===== src/rtl/alu_multibyte_sequencer.sv =====
// alu_multibyte_sequencer: walks the 8-bit ALU through a 1..MAX_BYTES byte operation,
// one ISSUE/CAPTURE pass per byte, chaining the shift carry and assembling the word result.
// Build option: define ALU_SEQ_ABORT_EN to add an Abort input that cancels an operation in flight.
`timescale 1ns/1ps
module alu_multibyte_sequencer #(
    parameter int MAX_BYTES = 4,
    parameter int CNT_W     = 3
) (
    input  logic                   Clock,
    input  logic                   nReset,
    input  logic                   Req,
`ifdef ALU_SEQ_ABORT_EN
    input  logic                   Abort,
`endif
    input  logic [3:0]             OpFirst,
    input  logic [3:0]             OpNext,
    input  logic [CNT_W-1:0]       NumBytes,
    input  logic                   MsbFirst,
    input  logic                   CarryIn,
    input  logic [8*MAX_BYTES-1:0] LhsWord,
    input  logic [8*MAX_BYTES-1:0] RhsWord,
    output logic                   Busy,
    output logic                   Done,
    output logic                   Err,
    output logic [8*MAX_BYTES-1:0] ResultWord,
    output logic [4:0]             FlagsOut,
    output logic [3:0]             AluOp,
    output logic [7:0]             AluLhs,
    output logic [7:0]             AluRhs,
    output logic                   LCarryIn,
    output logic                   Alu_Assert,
    input  logic [7:0]             AluResult,
    input  logic [4:0]             AluFlags
);

    localparam logic [CNT_W:0] MAX_CNT = MAX_BYTES[CNT_W:0];

    typedef enum logic [1:0] {
        IDLE,
        ISSUE,
        CAPTURE,
        FINISH
    } state_t;

    state_t                   state_q, state_d;
    logic [CNT_W-1:0]         count_q, count_d;
    logic [CNT_W-1:0]         num_q, num_d;
    logic [3:0]               op_first_q, op_first_d;
    logic [3:0]               op_next_q, op_next_d;
    logic                     msb_first_q, msb_first_d;
    logic [8*MAX_BYTES-1:0]   lhs_q, lhs_d;
    logic [8*MAX_BYTES-1:0]   rhs_q, rhs_d;
    logic [8*MAX_BYTES-1:0]   result_q, result_d;
    logic                     zero_acc_q, zero_acc_d;
    logic [1:0]               sign_ov_q, sign_ov_d;
    logic                     busy_q, busy_d;
    logic                     done_q, done_d;
    logic                     err_q, err_d;
    logic [4:0]               flags_q, flags_d;
    logic [3:0]               alu_op_q, alu_op_d;
    logic [7:0]               alu_lhs_q, alu_lhs_d;
    logic [7:0]               alu_rhs_q, alu_rhs_d;
    logic                     lcarry_q, lcarry_d;
    logic                     alu_assert_q, alu_assert_d;

    logic                     num_legal;
    logic [CNT_W-1:0]         accept_idx;
    logic [CNT_W-1:0]         cur_idx;
    logic [CNT_W-1:0]         count_inc;
    logic [CNT_W-1:0]         next_idx;
    logic                     zero_now;
    logic [1:0]               sign_ov_now;

    // Byte slot processed on pass 'cnt': counts up from the LSB, or down from the top byte.
    function automatic logic [CNT_W-1:0] byte_index(input logic [CNT_W-1:0] cnt,
                                                    input logic [CNT_W-1:0] num,
                                                    input logic             msb);
        byte_index = msb ? (num - CNT_W'(1) - cnt) : cnt;
    endfunction

    function automatic logic [7:0] byte_of(input logic [8*MAX_BYTES-1:0] word,
                                           input logic [CNT_W-1:0]       idx);
        byte_of = 8'h00;
        for (int b = 0; b < MAX_BYTES; b++) begin
            if (idx == CNT_W'(b)) begin
                byte_of = word[b*8 +: 8];
            end
        end
    endfunction

    assign num_legal   = (NumBytes != '0) && ({1'b0, NumBytes} <= MAX_CNT);
    assign accept_idx  = byte_index('0, NumBytes, MsbFirst);
    assign cur_idx     = byte_index(count_q, num_q, msb_first_q);
    assign count_inc   = count_q + CNT_W'(1);
    assign next_idx    = byte_index(count_inc, num_q, msb_first_q);
    assign zero_now    = zero_acc_q & AluFlags[2];
    assign sign_ov_now = (cur_idx == num_q - CNT_W'(1)) ? AluFlags[1:0] : sign_ov_q;

    // Next-state and next-output computation for the byte sequencing FSM.
    always_comb begin
        state_d      = state_q;
        count_d      = count_q;
        num_d        = num_q;
        op_first_d   = op_first_q;
        op_next_d    = op_next_q;
        msb_first_d  = msb_first_q;
        lhs_d        = lhs_q;
        rhs_d        = rhs_q;
        result_d     = result_q;
        zero_acc_d   = zero_acc_q;
        sign_ov_d    = sign_ov_q;
        busy_d       = busy_q;
        done_d       = 1'b0;
        err_d        = 1'b0;
        flags_d      = flags_q;
        alu_op_d     = alu_op_q;
        alu_lhs_d    = alu_lhs_q;
        alu_rhs_d    = alu_rhs_q;
        lcarry_d     = lcarry_q;
        alu_assert_d = 1'b1;

        case (state_q)
            IDLE: begin
                if (Req) begin
                    if (!num_legal) begin
                        err_d = 1'b1;
                    end else begin
                        num_d       = NumBytes;
                        op_first_d  = OpFirst;
                        op_next_d   = OpNext;
                        msb_first_d = MsbFirst;
                        lhs_d       = LhsWord;
                        rhs_d       = RhsWord;
                        count_d     = '0;
                        result_d    = '0;
                        zero_acc_d  = 1'b1;
                        sign_ov_d   = 2'b00;
                        busy_d      = 1'b1;
                        alu_op_d    = OpFirst;
                        alu_lhs_d   = byte_of(LhsWord, accept_idx);
                        alu_rhs_d   = byte_of(RhsWord, accept_idx);
                        lcarry_d    = CarryIn;
                        state_d     = ISSUE;
                    end
                end
            end

            ISSUE: begin
`ifdef ALU_SEQ_ABORT_EN
                if (Abort) begin
                    busy_d  = 1'b0;
                    err_d   = 1'b1;
                    state_d = IDLE;
                end else
`endif
                begin
                    alu_assert_d = 1'b0;
                    state_d      = CAPTURE;
                end
            end

            CAPTURE: begin
`ifdef ALU_SEQ_ABORT_EN
                if (Abort) begin
                    busy_d  = 1'b0;
                    err_d   = 1'b1;
                    state_d = IDLE;
                end else
`endif
                begin
                    for (int b = 0; b < MAX_BYTES; b++) begin
                        if (cur_idx == CNT_W'(b)) begin
                            result_d[b*8 +: 8] = AluResult;
                        end
                    end
                    zero_acc_d = zero_now;
                    sign_ov_d  = sign_ov_now;
                    count_d    = count_inc;
                    if (count_inc == num_q) begin
                        flags_d = {AluFlags[4], AluFlags[3], zero_now, sign_ov_now};
                        busy_d  = 1'b0;
                        done_d  = 1'b1;
                        state_d = FINISH;
                    end else begin
                        alu_op_d  = op_next_q;
                        alu_lhs_d = byte_of(lhs_q, next_idx);
                        alu_rhs_d = byte_of(rhs_q, next_idx);
                        lcarry_d  = AluFlags[4];
                        state_d   = ISSUE;
                    end
                end
            end

            FINISH: begin
                state_d = IDLE;
            end

            default: begin
                busy_d  = 1'b0;
                state_d = IDLE;
            end
        endcase
    end

    // State and registered outputs; reset releases the ALU bus drive immediately.
    always_ff @(posedge Clock or negedge nReset) begin
        if (!nReset) begin
            state_q      <= IDLE;
            count_q      <= '0;
            num_q        <= '0;
            op_first_q   <= 4'h0;
            op_next_q    <= 4'h0;
            msb_first_q  <= 1'b0;
            lhs_q        <= '0;
            rhs_q        <= '0;
            result_q     <= '0;
            zero_acc_q   <= 1'b0;
            sign_ov_q    <= 2'b00;
            busy_q       <= 1'b0;
            done_q       <= 1'b0;
            err_q        <= 1'b0;
            flags_q      <= 5'b0;
            alu_op_q     <= 4'h0;
            alu_lhs_q    <= 8'h00;
            alu_rhs_q    <= 8'h00;
            lcarry_q     <= 1'b0;
            alu_assert_q <= 1'b1;
        end else begin
            state_q      <= state_d;
            count_q      <= count_d;
            num_q        <= num_d;
            op_first_q   <= op_first_d;
            op_next_q    <= op_next_d;
            msb_first_q  <= msb_first_d;
            lhs_q        <= lhs_d;
            rhs_q        <= rhs_d;
            result_q     <= result_d;
            zero_acc_q   <= zero_acc_d;
            sign_ov_q    <= sign_ov_d;
            busy_q       <= busy_d;
            done_q       <= done_d;
            err_q        <= err_d;
            flags_q      <= flags_d;
            alu_op_q     <= alu_op_d;
            alu_lhs_q    <= alu_lhs_d;
            alu_rhs_q    <= alu_rhs_d;
            lcarry_q     <= lcarry_d;
            alu_assert_q <= alu_assert_d;
        end
    end

    assign Busy       = busy_q;
    assign Done       = done_q;
    assign Err        = err_q;
    assign ResultWord = result_q;
    assign FlagsOut   = flags_q;
    assign AluOp      = alu_op_q;
    assign AluLhs     = alu_lhs_q;
    assign AluRhs     = alu_rhs_q;
    assign LCarryIn   = lcarry_q;
    assign Alu_Assert = alu_assert_q;

endmodule


===== config.mk =====
export PLATFORM = sky130hd
export DESIGN_NAME = alu_multibyte_sequencer
export DESIGN_NICKNAME = d
export VERILOG_FILES = /design/src/rtl/alu_multibyte_sequencer.sv
export SDC_FILE = /design/constraint.sdc
export NUM_CORES = 1
export LEC_CHECK = 0
export BUFFER_PORTS_ARGS = -buffer_cell sky130_fd_sc_hd__buf_2
export CORE_MARGIN = 3
export CORE_UTILIZATION = 55
export CTS_CLUSTER_DIAMETER = 80
export DETAILED_ROUTE_END_ITERATION = 10
export GPL_TIMING_DRIVEN = 0
export PLACE_DENSITY_LB_ADDON = 0.12
export SLEW_MARGIN = 20
export SYNTH_ARGS = -nofsm -noshare
export SYNTH_HDL_FRONTEND = slang
export SYNTH_SLANG_ARGS = --single-unit

===== constraint.sdc =====
create_clock -name Clock -period 3.7 [get_ports Clock]
set_clock_uncertainty 0.2 [all_clocks]
set_input_delay 0.185 -clock Clock [delete_from_list [all_inputs] [get_ports Clock]]
set_output_delay 0.185 -clock Clock [all_outputs]
set_load 0.05 [all_outputs]

==> out/results.txt, run 1 <==
nets@finish: 1,111
P&R area growth vs syn: 36.3%
die height: 120 um
Least-Margin Pin Slew: 1.00 ns
die width: 120 um
RSZ-0062 raised after global routing: false
IO Pins: 155
Detailed Route WL: 25.6 mm
crit path kind: reg -> reg
I/O Buffers: 153
Reg2Reg Setup Slack: 0.32 ns
Synth Flop Type: dfrtp_1
reg-to-reg endpoint: AluLhs[4]$_DFFE_PN0P_
CP Launch Point: count_q[0]$_DFFE_PN0P_
largest net degree at the start of global routing: 79
crit end category: flip-flop
Async SR Flop Fraction: 1.00
PwrDens: 989 nW/um2
Final Power: 9.69 mW
All-Layer GR Usage: 0.364
outcome: complete, no violations
register area share after synthesis: 0.494
vias: 7,177
DRC: 0
multi-input logic area: 3320 um2
Hold WC Path Type: in -> async
Final Core Density: 0.770
Post-Syn Nets: 847
Worst EP arrival: 3.49 ns
CTS Buffer Depth: 2
Startpoint Class: flip-flop
Rows: 41
drt first pass iters: 5
post-layout minimum cycle time: 3.38 ns
Required @ worst endpoint: 3.81 ns
P_leak: 4.93 nW
Worst Path Max Fanout: 10
final worst-path cycle share: 0.914
CTS Buf Count: 17
Routed WL per cell: 21.4 um
Mean Syn Cell Area: 9.63 um2
core area: 12,700 um2
hold buffer count at CTS: 91
sequential cell area: 3550 um2
Antenna Nets Post-Route: 0
# Post-CTS Setup Buffers: 0
relative max-transition margin: 0.334
final hold viol count: 0
Clk Latency, worst-skew pair: 0.45 ns
initial drt markers: 858
Initial Util: 0.565
Post-DP HPWL: 15.7 mm
initial antenna violation count: 0
FF-to-FF Start: count_q[0]$_DFFE_PN0P_
layout cells sized above 1: 0.222
final setup violation count: 0
post-DR vias/cell: 6.00
#FFs+latches synth: 142
MaxCap Viol Count: 0
Synth warnings: 0
Fmax: 296 MHz
most common cell after layout, fill and taps aside: nand2_1
Peak VDD IR: 682 uV
grt ovf: 0
routability cong.: 0.915
CTS root buf: clkbuf_16
most frequent cells in the layout: nand2_1, buf_2, dfrtp_1
Ant. Diodes: 0
max-slew violations: 0
TritonCTS clock tree: built
setup TNS: 0 ns
library cells used by synthesis: 62
worst reg-to-reg path cell count: 9
Synth Cell Area: 7190 um2
clk sinks: 142
FILL cells: 862
die area: 14,500 um2
Synth Instances: 747
vias in the first global route: 7,311
Post-synth EDFFs: 0
clock slew at reported path FFs: 0.06 ns
CTS H-Tree Depth: 4
cts repair resizes: 0
first-pass GRT wire length: 39.8 mm
[state kept, by name (all words and copies together) (netlist names), 2 cells and up]
| register | flops |
|---|---|
| op_next_q | 4 |
| count_q | 3 |
| num_q | 3 |
| AluRhs | 8 |
| AluOp | 4 |
| FlagsOut | 5 |
| sign_ov_q | 2 |
| state_q | 2 |
| ResultWord | 32 |
| rhs_q | 32 |
| lhs_q | 32 |
| AluLhs | 8 |
[stage by stage]
stage / cells / cell area (um2) / setup WS, ns / hold slack [ns]
after floorplan: 747 / 7190 / 0.802 / -0.311
after global placement: 1072 / 8170 / 0.293 / 0.176
after detailed placement: 1073 / 8210 / 0.346 / -0.0292
after CTS: 1196 / 9800 / 0.334 / 0.110
after global routing: 1196 / 9800 / 0.162 / 0.142
final: 1196 / 9800 / 0.317 / 0.0781
[how the worst max path moves through the flow]
stage	slack, ns	end
2_1_floorplan	0.80	AluRhs[7]$_DFFE_PN0P_
3_3_place_gp	0.29	ResultWord[29]$_DFFE_PN0P_
3_5_place_dp	0.35	AluRhs[3]$_DFFE_PN0P_
4_1_cts	0.33	AluRhs[3]$_DFFE_PN0P_
5_1_grt	0.16	AluRhs[7]$_DFFE_PN0P_
6_report	0.32	AluLhs[4]$_DFFE_PN0P_
[critical path, cell delays in order, from the launching register on]
cell and delay [ns]:
dfrtp_1 0.45, ha_1 0.40, inv_1 0.10, fa_1 0.44, xnor3_1 0.36, nand2_1 0.11, xnor2_2 0.37, buf_4 0.32
a21oi_1 0.11, o31ai_1 0.38
[metal layers]
metal / GRT usage / up-vias / share of wire
met2: 0.574 / 529 / 0.46
li1: - / 3104 / -
met5: 0 / - / 0
met4: 0.168 / 0 / 0.043
met1: 0.479 / 3445 / 0.39
met3: 0.0907 / 99 / 0.10
[cell families after synthesis]
group | after synthesis | share of synthesized area
and+or+nand+nor | 327 | 0.185
DFF | 142 | 0.494
AOI/OAI and AO/OA | 125 | 0.128
muxes | 68 | 0.113
buffers and inverters | 66 | 0.0437
xor gates and xnor gates | 12 | 0.0216
adders and majority gates | 7 | 0.0143
[area by class of cell]
| cell class | instances | share of cell area |
|---|---|---|
| Tap cell | 172 | 0.0220 |
| Inverter | 18 | 0.00689 |
| Clock buffer | 18 | 0.0448 |
| Buffer | 48 | 0.0252 |
| Timing Repair Buffer | 245 | 0.175 |
| Clock inverter | 14 | 0.0245 |
| Multi-Input combinational cell | 539 | 0.339 |
| Sequential cell | 142 | 0.363 |
[Yosys cell counts, types with 6 or more instances]
cell type    n  area, um2
nand2_1    288       1080
dfrtp_1    141       3530
mux2i_1     56        561
clkbuf_1    29        109
o21ai_0     26        130
inv_1       18       67.6
a21oi_1     13       65.1
a221oi_1    11       96.3
buf_2       11       55.1
a211oi_1    10       75.1
o31ai_1     10       75.1
a41oi_1      9       78.8
nor2_1       9       33.8
a2111oi_1    7       70.1
nand3_1      6       30.0
o22ai_1      6       37.5
xnor2_1      6       52.6
[power breakdown]
part / switching [mW] / internal, mW
Clock: 0.705 / 1.28
Combinational: 3.38 / 1.63
Sequential: 0.435 / 2.26
Total: 4.52 / 5.17
Note: power is estimated with default switching activity, not from simulation.
==> inputs of run 2 (changes only) <==
--- a/config.mk
+++ b/config.mk
@@ -6,8 +6,9 @@
 export NUM_CORES = 1
 export LEC_CHECK = 0
 export BUFFER_PORTS_ARGS = -buffer_cell sky130_fd_sc_hd__buf_2
-export CORE_MARGIN = 3
-export CORE_UTILIZATION = 55
+export CORE_MARGIN = 5
+export CORE_UTILIZATION = 57
+export CTS_BUF_LIST = sky130_fd_sc_hd__clkbuf_2 sky130_fd_sc_hd__clkbuf_4 sky130_fd_sc_hd__clkbuf_8
 export CTS_CLUSTER_DIAMETER = 80
 export DETAILED_ROUTE_END_ITERATION = 10
 export GPL_TIMING_DRIVEN = 0
==> run 2 against run 1 <==
Effect of this change: first-iteration DRC count is 4.1% lower; final cell count unchanged; register-to-register slack worse by 0.09 ns; global-route usage shrank 3.1 points; sequential share of layout area rose by 0.92 points; highest routed layer unchanged.
==> out/results.txt, run 2 (synthesis results as in run 1) <==
Int Pwr: 4.66 mW (-9.9%)
TritonCTS clock tree: built
CP max stage delay: 0.66 ns (+0.21 ns)
Antenna Nets Post-Route: 0 (unchanged)
WP buf/inv: 1 (-1)
initial drt markers: 823 (-4.1%)
CP max stage cell: nor2_1
CTS Buffer Depth: 2 (unchanged)
first-pass GRT wire length: 37.6 mm (-5.6%)
vias in the first global route: 7,272 (-0.53%)
combinational share of power: 0.549 (+0.032)
Fmax: 288 MHz (-2.7%)
Required @ worst endpoint: 3.83 ns (+0.02 ns)
Initial Util: 0.574 (+0.00927)
outcome: complete, no violations
Levels on crit path: 8 (-1)
Ant. Diodes: 0 (unchanged)
P_leak: 4.83 nW (-2.0%)
die width: 122 um (+1.6%)
hold buffer count at CTS: 91 (unchanged)
worst setup margin: 0.224 ns (-0.0926 ns)
RSZ-0062 raised after global routing: false
clk sinks: 142 (unchanged)
grt ovf: 0 (unchanged)
MaxCap Viol Count: 0 (unchanged)
vias: 7,076 (-1.4%)
Least-Margin Pin Slew: 0.968 ns (-0.0321 ns)
layout cells sized above 1: 0.222 (unchanged)
# Post-CTS Setup Buffers: 0 (unchanged)
most frequent cells in the layout: nand2_1, buf_2, dfrtp_1
max-slew violations: 0 (unchanged)
clock network fraction of total power: 0.154 (-0.051)
nets@finish: 1,111 (unchanged)
Setup WS pre-CTS: 0.302 ns (-0.0443 ns)
Sequential Power Share: 0.298 (+0.020)
Worst EP arrival: 3.61 ns (+0.12 ns)
design area: 9560 um2 (-2.5%)
Rows: 41 (unchanged)
worst reg-to-reg path cell count: 8 (-1)
drt first pass iters: 6 (+1)
die area: 15,000 um2 (+3.3%)
initial antenna violation count: 0 (unchanged)
Peak VDD IR: 723 uV (+6.0%)
Cell Area, Placed: 8210 um2 (unchanged)
cts repair resizes: 0 (unchanged)
CTS H-Tree Depth: 4 (unchanged)
Detailed Route WL: 24.3 mm (-5.0%)
core area: 12,500 um2 (-1.6%)
IO Pins: 155 (unchanged)
CTS Buf Count: 17 (unchanged)
CTS root buf: clkbuf_8
final worst-path cycle share: 0.939 (+0.0250)
final setup violation count: 0 (unchanged)
post-layout minimum cycle time: 3.48 ns (+0.0926 ns)
crit path kind: reg -> reg
Startpoint Class: flip-flop
clock slew at reported path FFs: 0.07 ns (about the same)
routability cong.: 0.925 (+1.1%)
Worst Path Max Fanout: 9 (-1)
final hold viol count: 0 (unchanged)
crit end category: flip-flop
die height: 122 um (+1.6%)
Top Family by Delay on Critical Path: adder cells
DRC: 0 (unchanged)
Post-DP HPWL: 15.8 mm (+1.2%)
FILL cells: 915 (+6.1%)
I/O Buffers: 153 (unchanged)
relative max-transition margin: 0.355 (+0.0214)
All-Layer GR Usage: 0.334 (-0.0307)
worst path cell trace: ha_1 -> inv_1 -> fa_1 -> mux2_2 -> nor2_1 -> a2111oi_1 -> a41oi_1 -> o31ai_1
Clk Latency, worst-skew pair: 0.47 ns (+0.02 ns)
most common cell after layout, fill and taps aside: nand2_1
sw frac: 0.482 (+0.0153)
NetSw: 4.33 mW (-4.3%)
setup TNS: 0 ns (unchanged)
post-DR vias/cell: 5.92 (-1.4%)
PwrDens: 940 nW/um2 (-4.9%)
Hold WC Path Type: in -> async
Final Core Density: 0.763 (-0.00676)
largest net degree at the start of global routing: 92 (+16%)
P&R area growth vs syn: 32.9%
Routed WL per cell: 20.3 um (-5.0%)
-- run 2: worst reg2reg max path: stages (launching register included) --
cell,delay (ns)
dfrtp_1,0.46
ha_1,0.40
inv_1,0.10
fa_1,0.52
mux2_2,0.41
nor2_1,0.66
a2111oi_1,0.20
a41oi_1,0.29
o31ai_1,0.12
-- run 2: metal layers --
layer  vias to the layer above  wire, um  track usage
met5                         -         0            0
met4                         0       819        0.140
met3                        89      3000        0.101
met2                       513     11200        0.529
met1                      3362      9280        0.429
li1                       3112         -            -
-- run 2: through the flow --
step	hold WS (ns)	power [mW]	std cells
after floorplan	-0.311	6.11	747
after global placement	0.178	7.26	1072
after detailed placement	-0.0773	7.43	1073
after CTS	0.0314	8.89	1196
after global routing	0.0462	9.42	1196
final	0.0359	8.98	1196
-- run 2: power by group through the flow --
stage	sequential (mW)	combinational [mW]	clock (mW)
3_3_place_gp	2.63	4.63	0
2_1_floorplan	3.52	2.59	0
6_report	2.68	4.93	1.38
4_1_cts	2.65	4.86	1.38
3_5_place_dp	2.67	4.76	0
5_1_grt	2.74	5.23	1.45
-- run 2: worst paths after layout --
| kind | from | endpoint | slack, ns |
|---|---|---|---|
| worst max-delay path | count_q[0]$_DFFE_PN0P_ | AluLhs[3]$_DFFE_PN0P_ | 0.22 |
| worst min-delay path | nReset | lhs_q[8]$_DFFE_PN0P_ | 0.04 |
| worst max register to register | count_q[0]$_DFFE_PN0P_ | AluLhs[3]$_DFFE_PN0P_ | 0.22 |
| worst min register to register | state_q[0]$_DFFE_PN0P_ | Alu_Assert$_DFF_PN1_ | 0.26 |
| max in group asynchronous | nReset | ResultWord[6]$_DFFE_PN0P_ | 2.47 |
| min in group Clock | NumBytes[0] | num_q[2]$_DFFE_PN0P_ | 0.10 |
-- run 2: area by class of cell --
class	count	area, um2	area share
plain buffers	48	246	0.0258
inverters	18	67.6	0.00707
flip-flops and latches	142	3550	0.372
well taps	172	215	0.0225
clock buffers	20	269	0.0281
repair buffers	245	1710	0.179
multi-input cells	539	3320	0.348
clock inverters	12	168	0.0175
